===== config.mk =====
export PLATFORM = sky130hd
export DESIGN_NAME = mag_cal_sequencer
export DESIGN_NICKNAME = d
export VERILOG_FILES = /design/src/rtl/mag_cal_pkg.sv /design/src/rtl/minmax_tracker.sv /design/src/rtl/mag_cal_sequencer.sv
export SDC_FILE = /design/constraint.sdc
export NUM_CORES = 1
export LEC_CHECK = 0
export CORE_MARGIN = 3
export CORE_UTILIZATION = 45
export CTS_CLUSTER_SIZE = 8
export DETAILED_ROUTE_END_ITERATION = 12
export PLACE_DENSITY = 0.65
export SLEW_MARGIN = 20
export SYNTH_ARGS = -nofsm -noshare
export SYNTH_HDL_FRONTEND = slang
export SYNTH_SLANG_ARGS = --single-unit

===== constraint.sdc =====
create_clock -name clk -period 10.8 [get_ports clk]
set_input_delay 2.16 -clock clk [delete_from_list [all_inputs] [get_ports clk]]
set_output_delay 2.16 -clock clk [all_outputs]
set_load 0.01 [all_outputs]

===== src/rtl/mag_cal_pkg.sv =====
// Shared types and limits for the magnetometer hard-iron calibration sequencer.
package mag_cal_pkg;

  localparam int unsigned DEFAULT_W   = 24;
  localparam int unsigned CAL_LEN_MIN = 4;
  localparam int unsigned CAL_LEN_MAX = 20;

  typedef enum logic [2:0] {
    StIdle,
    StSettle,
    StAcq,
    StCompute,
    StCheck
  } cal_state_e;

  function automatic logic [4:0] clamp_len(input logic [4:0] len);
    if (len < 5'(CAL_LEN_MIN)) return 5'(CAL_LEN_MIN);
    if (len > 5'(CAL_LEN_MAX)) return 5'(CAL_LEN_MAX);
    return len;
  endfunction

endpackage


===== src/rtl/minmax_tracker.sv =====
// Per-axis signed min/max tracker: load_i seeds both extremes, update_i widens them.
module minmax_tracker
  import mag_cal_pkg::*;
#(
  parameter int unsigned W = DEFAULT_W
) (
  input  logic         clk,
  input  logic         rst_n,
  input  logic         load_i,
  input  logic         update_i,
  input  logic [W-1:0] sample_i,
  output logic [W-1:0] min_o,
  output logic [W-1:0] max_o
);

  always_ff @(posedge clk or negedge rst_n) begin
    if (!rst_n) begin
      min_o <= '0;
      max_o <= '0;
    end else if (load_i) begin
      min_o <= sample_i;
      max_o <= sample_i;
    end else if (update_i) begin
      if ($signed(sample_i) < $signed(min_o)) min_o <= sample_i;
      if ($signed(sample_i) > $signed(max_o)) max_o <= sample_i;
    end
  end

endmodule


===== src/rtl/mag_cal_sequencer.sv =====
// Hard-iron calibration sequencer: settle, per-axis min/max acquisition, offset/span compute.
// Optional watchdog between samples is enabled by defining MAG_CAL_TIMEOUT_EN.
module mag_cal_sequencer
  import mag_cal_pkg::*;
#(
  parameter int unsigned W           = DEFAULT_W,
  parameter int unsigned SETTLE      = 16,
  parameter int unsigned TIMEOUT_CYC = 1048576
) (
  input  logic         clk,
  input  logic         rst_n,
  input  logic         cal_start,
  input  logic         cal_abort,
  input  logic [4:0]   cal_len_log2,
  input  logic [W-1:0] min_span,
  input  logic         sample_valid,
  input  logic [W-1:0] in_x,
  input  logic [W-1:0] in_y,
  input  logic [W-1:0] in_z,
  output logic         cal_busy,
  output logic         cal_done,
  output logic         cal_error,
  output logic         cal_timeout,
  output logic         offset_wr,
  output logic [W-1:0] cal_off_x,
  output logic [W-1:0] cal_off_y,
  output logic [W-1:0] cal_off_z,
  output logic [W:0]   span_x,
  output logic [W:0]   span_y,
  output logic [W:0]   span_z
);

  localparam int unsigned CW = CAL_LEN_MAX + 1;
  localparam logic [CW-1:0] SettleLast = CW'(SETTLE - 1);

  cal_state_e    state_q;
  logic [CW-1:0] cnt_q;
  logic [4:0]    len_q;
  logic [CW-1:0] acq_last;

  logic         acq_sample, trk_load, trk_update;
  logic [W-1:0] min_x, max_x, min_y, max_y, min_z, max_z;
  logic [W-1:0] sel_max, sel_min;
  logic [W:0]   sum, diff;
  logic         span_ok;
  logic         timeout_hit;

  assign acq_last   = (CW'(1) << len_q) - CW'(1);
  assign acq_sample = (state_q == StAcq) && sample_valid && !cal_abort;
  assign trk_load   = acq_sample && (cnt_q == '0);
  assign trk_update = acq_sample && (cnt_q != '0);

  minmax_tracker #(.W(W)) u_trk_x (
    .clk(clk), .rst_n(rst_n), .load_i(trk_load), .update_i(trk_update),
    .sample_i(in_x), .min_o(min_x), .max_o(max_x)
  );
  minmax_tracker #(.W(W)) u_trk_y (
    .clk(clk), .rst_n(rst_n), .load_i(trk_load), .update_i(trk_update),
    .sample_i(in_y), .min_o(min_y), .max_o(max_y)
  );
  minmax_tracker #(.W(W)) u_trk_z (
    .clk(clk), .rst_n(rst_n), .load_i(trk_load), .update_i(trk_update),
    .sample_i(in_z), .min_o(min_z), .max_o(max_z)
  );

  // One sum/difference unit shared by the three axes; cnt_q selects the axis in COMPUTE.
  always_comb begin
    sel_max = max_x;
    sel_min = min_x;
    case (cnt_q[1:0])
      2'd1: begin
        sel_max = max_y;
        sel_min = min_y;
      end
      2'd2: begin
        sel_max = max_z;
        sel_min = min_z;
      end
      default: ;
    endcase
  end

  assign sum  = {sel_max[W-1], sel_max} + {sel_min[W-1], sel_min};
  assign diff = {sel_max[W-1], sel_max} - {sel_min[W-1], sel_min};

  assign span_ok = (span_x >= {1'b0, min_span}) && (span_y >= {1'b0, min_span}) &&
                   (span_z >= {1'b0, min_span});

`ifdef MAG_CAL_TIMEOUT_EN
  localparam int unsigned WDW = $clog2(TIMEOUT_CYC + 1);
  logic [WDW-1:0] wdog_q;
  logic           waiting;

  assign waiting     = (state_q == StSettle) || (state_q == StAcq);
  assign timeout_hit = waiting && !sample_valid && (wdog_q == WDW'(TIMEOUT_CYC - 1));

  always_ff @(posedge clk or negedge rst_n) begin
    if (!rst_n) begin
      wdog_q <= '0;
    end else if (!waiting || sample_valid) begin
      wdog_q <= '0;
    end else begin
      wdog_q <= wdog_q + WDW'(1);
    end
  end
`else
  logic unused_timeout_cyc;
  assign unused_timeout_cyc = ^TIMEOUT_CYC;
  assign timeout_hit        = 1'b0;
  assign cal_timeout        = 1'b0;
`endif

  always_ff @(posedge clk or negedge rst_n) begin
    if (!rst_n) begin
      state_q   <= StIdle;
      cnt_q     <= '0;
      len_q     <= '0;
      cal_busy  <= 1'b0;
      cal_done  <= 1'b0;
      cal_error <= 1'b0;
`ifdef MAG_CAL_TIMEOUT_EN
      cal_timeout <= 1'b0;
`endif
      offset_wr <= 1'b0;
      cal_off_x <= '0;
      cal_off_y <= '0;
      cal_off_z <= '0;
      span_x    <= '0;
      span_y    <= '0;
      span_z    <= '0;
    end else begin
      offset_wr <= 1'b0;
      if (state_q != StIdle && cal_abort) begin
        state_q   <= StIdle;
        cal_busy  <= 1'b0;
        cal_error <= 1'b1;
      end else if (timeout_hit) begin
        state_q   <= StIdle;
        cal_busy  <= 1'b0;
        cal_error <= 1'b1;
`ifdef MAG_CAL_TIMEOUT_EN
        cal_timeout <= 1'b1;
`endif
      end else begin
        unique case (state_q)
          StIdle: begin
            if (cal_start && !cal_abort) begin
              state_q   <= StSettle;
              cnt_q     <= '0;
              len_q     <= clamp_len(cal_len_log2);
              cal_busy  <= 1'b1;
              cal_done  <= 1'b0;
              cal_error <= 1'b0;
`ifdef MAG_CAL_TIMEOUT_EN
              cal_timeout <= 1'b0;
`endif
            end
          end
          StSettle: begin
            if (sample_valid) begin
              if (cnt_q == SettleLast) begin
                state_q <= StAcq;
                cnt_q   <= '0;
              end else begin
                cnt_q <= cnt_q + CW'(1);
              end
            end
          end
          StAcq: begin
            if (sample_valid) begin
              if (cnt_q == acq_last) begin
                state_q <= StCompute;
                cnt_q   <= '0;
              end else begin
                cnt_q <= cnt_q + CW'(1);
              end
            end
          end
          StCompute: begin
            case (cnt_q[1:0])
              2'd0: begin
                cal_off_x <= sum[W:1];
                span_x    <= diff;
              end
              2'd1: begin
                cal_off_y <= sum[W:1];
                span_y    <= diff;
              end
              default: begin
                cal_off_z <= sum[W:1];
                span_z    <= diff;
              end
            endcase
            if (cnt_q[1:0] == 2'd2) begin
              state_q <= StCheck;
              cnt_q   <= '0;
            end else begin
              cnt_q <= cnt_q + CW'(1);
            end
          end
          StCheck: begin
            state_q   <= StIdle;
            cal_busy  <= 1'b0;
            offset_wr <= span_ok;
            cal_done  <= span_ok;
            cal_error <= !span_ok;
          end
          default: state_q <= StIdle;
        endcase
      end
    end
  end

endmodule


### Yosys cells after proc, flatten, opt, wreduce, memory -nomap -nowiden

Index checks and enable logic that the tools add are counted.

| word-level totals | value |
|---|---|
| register bits after elaboration | 324 |
| input port bits | 106 |
| output and inout bits | 152 |
| logic and storage cells | 151 |

| cells by class | value |
|---|---|
| add/subtract/negate cells | 4 |
| magnitude comparators | 11 |
| equality and inequality tests | 17 |
| shift operators | 1 |
| multiplexer cells | 57 |
| bitwise gates (word level) | 2 |
| reduce and logical (&&, ||, !) cells | 40 |

Operators by type and width:

| kind | number |
|---|---|
| 24-bit 2-to-1 mux | 18 |
| 21-bit 2-to-1 mux | 6 |
| 24-bit case mux with 2 select lines | 2 |
| 21-bit case mux with 4 select lines | 1 |
| 25-bit by 24-bit >= comparator with 1-bit output | 3 |
| 24-bit > comparator | 3 |
| 24-bit < comparator | 3 |
| 24-bit by 24-bit adder with 25-bit output | 1 |
| 24-bit by 24-bit subtractor with 25-bit output | 1 |
| 21-bit by 1-bit adder with 21-bit output (second input constant) | 1 |
| 21-bit equality test | 1 |
| 21-bit by 4-bit equality test with 1-bit output (second input constant) | 1 |
| 21-bit zero test | 1 |
| 3-bit 2-to-1 mux | 7 |
| 21-bit nonzero test | 1 |
| 1-bit by 5-bit left shift with 21-bit output (first input constant) | 1 |
| 21-bit by 2-bit subtractor with 21-bit output (second input constant) | 1 |
| 5-bit 2-to-1 mux | 4 |
| 2-bit nonzero test | 8 |
| 1-bit 2-to-1 mux | 15 |
| 3-bit AND reduction | 5 |
| 2-bit AND reduction | 7 |
| 3-bit inequality test (second input constant) | 4 |
| 3-bit case mux with 4 select lines | 1 |
| 21 further kinds | 36 |

### Depth between registers and ports, before layout

| depth | value |
|---|---|
| word-level depth | 11 |
| mapped depth | 19 |

### Cells and area by module

Synthesis repeated with hierarchy kept, for this count alone.

| unflattened totals | value |
|---|---|
| cell total of the unflattened synthesis | 2254 |
| area total of the unflattened synthesis | 22028.6 µm² |

Modules (own cells, without submodules):

| module | times used | cells an instance | area an instance (µm²) | seq. area each (µm²) |
|---|---|---|---|---|
| mag_cal_sequencer | 1 | 1429 | 12747.2 | 4504.3 |
| minmax_tracker (u_trk_x) | 1 | 276 | 3125.5 | 1201.2 |
| minmax_tracker (u_trk_z) | 1 | 275 | 3118.0 | 1201.2 |
| minmax_tracker (u_trk_y) | 1 | 274 | 3037.9 | 1201.2 |

### Worst setup path before layout

No wires, ideal clock.

| timing | value |
|---|---|
| path type | in2reg |
| from | in in_y[1] |
| to | reg u_trk_y.max_o[10] |
| setup time | 0.125 ns |
| arrival | 4.383 ns |
| slack | 6.292 ns |
| stages | 11 |
| path buffers | 1 |
| cells stage by stage | ha_1 nor2b_1 o21a_1 o21a_1 o21ai_0 a21o_1 a31oi_1 nand4bb_1 a31oi_1 buf_2 mux2_2 |

| between the ends | value |
|---|---|
| cells in the longest elaborated chain, start to end | 3 |

Ends and longest elaborated chain:

| item | RTL line | RTL |
|---|---|---|
| from (decl) | mag_cal_sequencer.sv:18 | `input logic [W-1:0] in_y,` |
| 24-bit > comparator | minmax_tracker.sv:25 | `if ($signed(sample_i) > $signed(max_o)) max_o <= sample_i;` |
| 2-bit nonzero test (no source line) | - |  |
| 2-bit AND reduction (no source line) | - |  |
| to (signal assigned) | minmax_tracker.sv:22 | `max_o <= sample_i;` |
| to (signal assigned) | minmax_tracker.sv:25 |  |
| to (decl) | minmax_tracker.sv:13 | `output logic [W-1:0] max_o` |

No other way between the ends.
A chain may end at the register's enable or synchronous reset.

### Final worst setup path

| timing | value |
|---|---|
| from | in cal_abort |
| to | reg u_trk_z.max_o[23] |

| between the ends | value |
|---|---|
| cells in the longest elaborated chain, start to end | 5 |
| elaborated cells on any way between the ends | 8 |

Ends and longest elaborated chain:

| item | RTL line | RTL |
|---|---|---|
| from (decl) | mag_cal_sequencer.sv:13 | `input logic cal_abort,` |
| 1-bit zero test * | mag_cal_sequencer.sv:49 | `assign acq_sample = (state_q == StAcq) && sample_valid && !cal_abort;` |
| 1-bit logical AND * | mag_cal_sequencer.sv:49 |  |
| 1-bit logical AND, on equally long branches | mag_cal_sequencer.sv:50, mag_cal_sequencer.sv:51 |  |
| 2-bit nonzero test (no source line) | - |  |
| 2-bit AND reduction (no source line) | - |  |
| to (signal assigned) | minmax_tracker.sv:22 |  |
| to (signal assigned) | minmax_tracker.sv:25 |  |
| to (decl) | minmax_tracker.sv:13 |  |

Mark *: on every way between the ends. The rest lies on a longest branch, timed or not.

==> flow_metrics.env <==
export IMPL_antenna_left=0
export IMPL_postCtsHoldBufs=0
export IMPL_clk_transition_reported_paths_ns=0.05
export IMPL_gp_congestion=0.914
export IMPL_fin_nets=3011
export IMPL_critPathMaxFanout=74
export IMPL_critPathRequiredTime_ns=11.26
export IMPL_htreeDepth=2
export IMPL_ys_warn_count=0
export IMPL_drv_slew=0
export IMPL_drc=0
export IMPL_finalClockSkew_ns=0.0197
export IMPL_port_buffers=256
export IMPL_finalCritPeriodShare_pct=56.3
export IMPL_seq_area_frac_synth_pct=35.7
export IMPL_place_hpwl_um=51400
export IMPL_hold_viol=0
export IMPL_setup_viol=0
export IMPL_insertedDiodeCount=0
export IMPL_cts_tree="done"
export IMPL_maxCapViolCount=0
export IMPL_rows=81
export IMPL_avgSynthCellArea_um2=9.31
export IMPL_fp_coreArea_um2=49400
export IMPL_crit_arrival_ns=6.54
export IMPL_vdd_drop_max_mv=0.205
export IMPL_numCtsBuffers=47
export IMPL_grt_max_degree=98
export IMPL_crit_type="in2reg"
export IMPL_grt_pass1_wl_um=106000
export IMPL_status="complete, no violations"
export IMPL_drt_iter0_markers=1304
export IMPL_viasPerCell=5.76
export IMPL_fin_crit_ns=6.08
export IMPL_hold_path_class="reg2reg"
export IMPL_post_drt_wl_per_cell_um=20.4
export IMPL_drive_gt1_share_pct=11.6
export IMPL_drtPass1Iterations=5
export IMPL_syn_nets=2812
export IMPL_post_cts_resized=0
export IMPL_grt_overflow=0
export IMPL_die_area_um2=53100
export IMPL_yosys_register_bits=324
export IMPL_rsz0062_at_grt="false"
export IMPL_die_y_um=230
export IMPL_maxSlewHeadroom_pct=34.8
export IMPL_total_leakage_power_nw=12.6
export IMPL_nFillCells=4429
export IMPL_synth_async_reset_ratio_pct=100
export IMPL_cts_sinks=324
export IMPL_setup_tns_ns=0
export IMPL_clk_latency_ns=0.58
export IMPL_netlist_top_cells_area="dfrtp_1 36%, ha_1 15%, mux2_2 9.9%"
export IMPL_synthCells=2436
export IMPL_area_growth_pct=19.0
export IMPL_synth_cell_types=85
export IMPL_ios=258
export IMPL_synth_top_cell_by_area="dfrtp_1"
export IMPL_drt_total_wl_um=67300
export IMPL_ys_flop_type="dfrtp_1"
export IMPL_worst_pin_slew_ns=0.978
export IMPL_num_vias=19000
export IMPL_grt_pass1_vias=19000
export IMPL_cts_setup_buffers=0
export IMPL_synth_edff_count=0
export IMPL_pre_cts_ws_ns=4.17
export IMPL_timing_final_ws_setup_ns=4.72
export IMPL_antenna_found_initial=0
export IMPL_power_density_nw_per_um2=307
export IMPL_synth_top_area_share_pct=35.7
export IMPL_start_util_pct=46.0
export IMPL_clockRootBuffer="clkbuf_16"
export IMPL_synth_area_um2=22700
export IMPL_fp_dieW_um=230
export IMPL_end_kind="flop"
export IMPL_clock_path_buffers=3
export IMPL_track_usage_pct=25.0
export IMPL_cp_start_kind="primary input"
export IMPL_max_freq_ghz=0.164
[layer usage]
| layer | up-vias | global-route usage, % | wire length (µm) | part of all wire (%) |
|---|---|---|---|---|
| li1 | 9062 | - | - | - |
| met5 | - | 0 | 0 | 0 |
| met2 | 513 | 41.6 | 31600 | 47 |
| met3 | 120 | 3.34 | 3320 | 4.9 |
| met1 | 9345 | 33.1 | 29900 | 44 |
| met4 | 0 | 9.59 | 2440 | 3.6 |
[synth_stat cells, drive strengths merged, types with 9 or more instances]
cell	instances
dfrtp	324
ha	268
inv	225
mux2	199
o21ai	167
nand2	163
a21oi	153
nor2	152
nand3	79
clkbuf	71
buf	55
a21o	53
a22oi	50
nand4	36
xnor2	34
nor2b	33
mux2i	31
or3	31
a31oi	29
nor3	27
nand2b	26
o21a	25
xor2	20
a211oi	19
nor4	18
and3	14
o31ai	13
o211ai	10
a22o	9
o21bai	9
[per-stage QoR]
step	instance area, µm²	hold slack (ns)	cells	total power [W]	utilization (%)
2_1_floorplan	22700	0.498	2436	0.00504	-
3_3_place_gp	25700	0.466	3250	0.00675	52.1
3_5_place_dp	25700	0.470	3250	0.00690	52.1
4_1_cts	27000	0.481	3305	0.00827	54.7
5_1_grt	27000	0.508	3305	0.00890	54.7
6_report	27000	0.480	3305	0.00828	54.7
[cell usage in the layout, fill, tap and decap left out, types with 13 or more instances in the layout]
cell type,Yosys,final
nand3_1,79,79
nand4_1,36,36
ha_1,268,267
mux2i_1,31,31
dfrtp_1,324,324
o21ai_0,164,164
a21oi_1,153,153
inv_1,225,225
a31oi_1,28,27
o21a_1,24,24
xnor2_1,34,34
nor2_1,151,151
xor2_1,20,20
clkbuf_16,0,48
nor3_1,25,25
nand2b_1,26,26
clkdlybuf4s50_1,0,255
or3_1,31,31
a21o_1,53,53
a211oi_1,18,18
nor2b_1,33,33
nand2_1,163,159
buf_4,4,20
nor4_1,16,16
and3_1,14,13
a22oi_1,50,50
mux2_2,199,199
[worst max-delay path, cell delays in order]
cell and delay (ns):
clkdlybuf4s50_1 0.63, nor2_1 0.15, and3_2 0.24, buf_4 0.33, nand4_1 0.20, buf_4 0.35
clkinv_1 0.81, o22ai_2 0.94, buf_4 0.34, mux2_2 0.36
[power by group]
group          leakage (nW)  internal, W  switching, W
registers              4.25      0.00157      0.000360
logic                  7.75      0.00196       0.00306
clock network         0.617     0.000788      0.000542
[sequential cells by signal, summed over array words and instances (netlist names), 3 cells and up]
| signal | flops |
|---|---|
| u_trk_x.min_o | 24 |
| len_q | 5 |
| u_trk_x.max_o | 24 |
| span_z | 25 |
| u_trk_y.min_o | 24 |
| cal_off_y | 24 |
| cnt_q | 21 |
| cal_off_z | 24 |
| span_y | 25 |
| span_x | 25 |
| u_trk_z.max_o | 24 |
| cal_off_x | 24 |
| u_trk_z.min_o | 24 |
| u_trk_y.max_o | 24 |
| state_q | 3 |
[logic make-up after synthesis]
| family | after synthesis | synth area share [%] |
|---|---|---|
| and+or+nand+nor | 614 | 13.3 |
| AOI/OAI and AO/OA | 591 | 16.4 |
| buffers and inverters | 352 | 6.25 |
| DFF | 324 | 35.7 |
| adders and majority gates | 270 | 15.0 |
| muxes | 230 | 11.2 |
| xor gates and xnor gates | 54 | 2.09 |
| other | 1 | 0.0165 |
[worst paths after layout]
| check | from | to | slack (ns) | cells past startpoint |
|---|---|---|---|---|
| worst min-delay path | cal_off_y[1] | cal_off_y[1] | 0.48 | 2 |
| min in group asynchronous | rst_n | span_z[11] | 1.55 | 1 |
| worst max register to register | cnt_q[0] | cal_off_z[23] | 5.29 | 15 |
| worst min register to register | cal_off_y[1] | cal_off_y[1] | 0.48 | 2 |
| worst max-delay path | cal_abort | u_trk_z.max_o[23] | 4.72 | 10 |
| max in group asynchronous | rst_n | span_y[18] | 7.03 | 3 |
[area by class of cell]
| type | count | area, µm² | area share (%) |
|---|---|---|---|
| Multi-Input combinational cell | 1760 | 13200 | 49.0 |
| Sequential cell | 324 | 8110 | 30.1 |
| Timing Repair Buffer | 276 | 2720 | 10.1 |
| Clock buffer | 51 | 1220 | 4.53 |
| Inverter | 226 | 848 | 3.14 |
| Tap cell | 664 | 831 | 3.08 |
| Clock inverter | 4 | 37.5 | 0.139 |
Note: power is estimated with default switching activity, not from simulation.
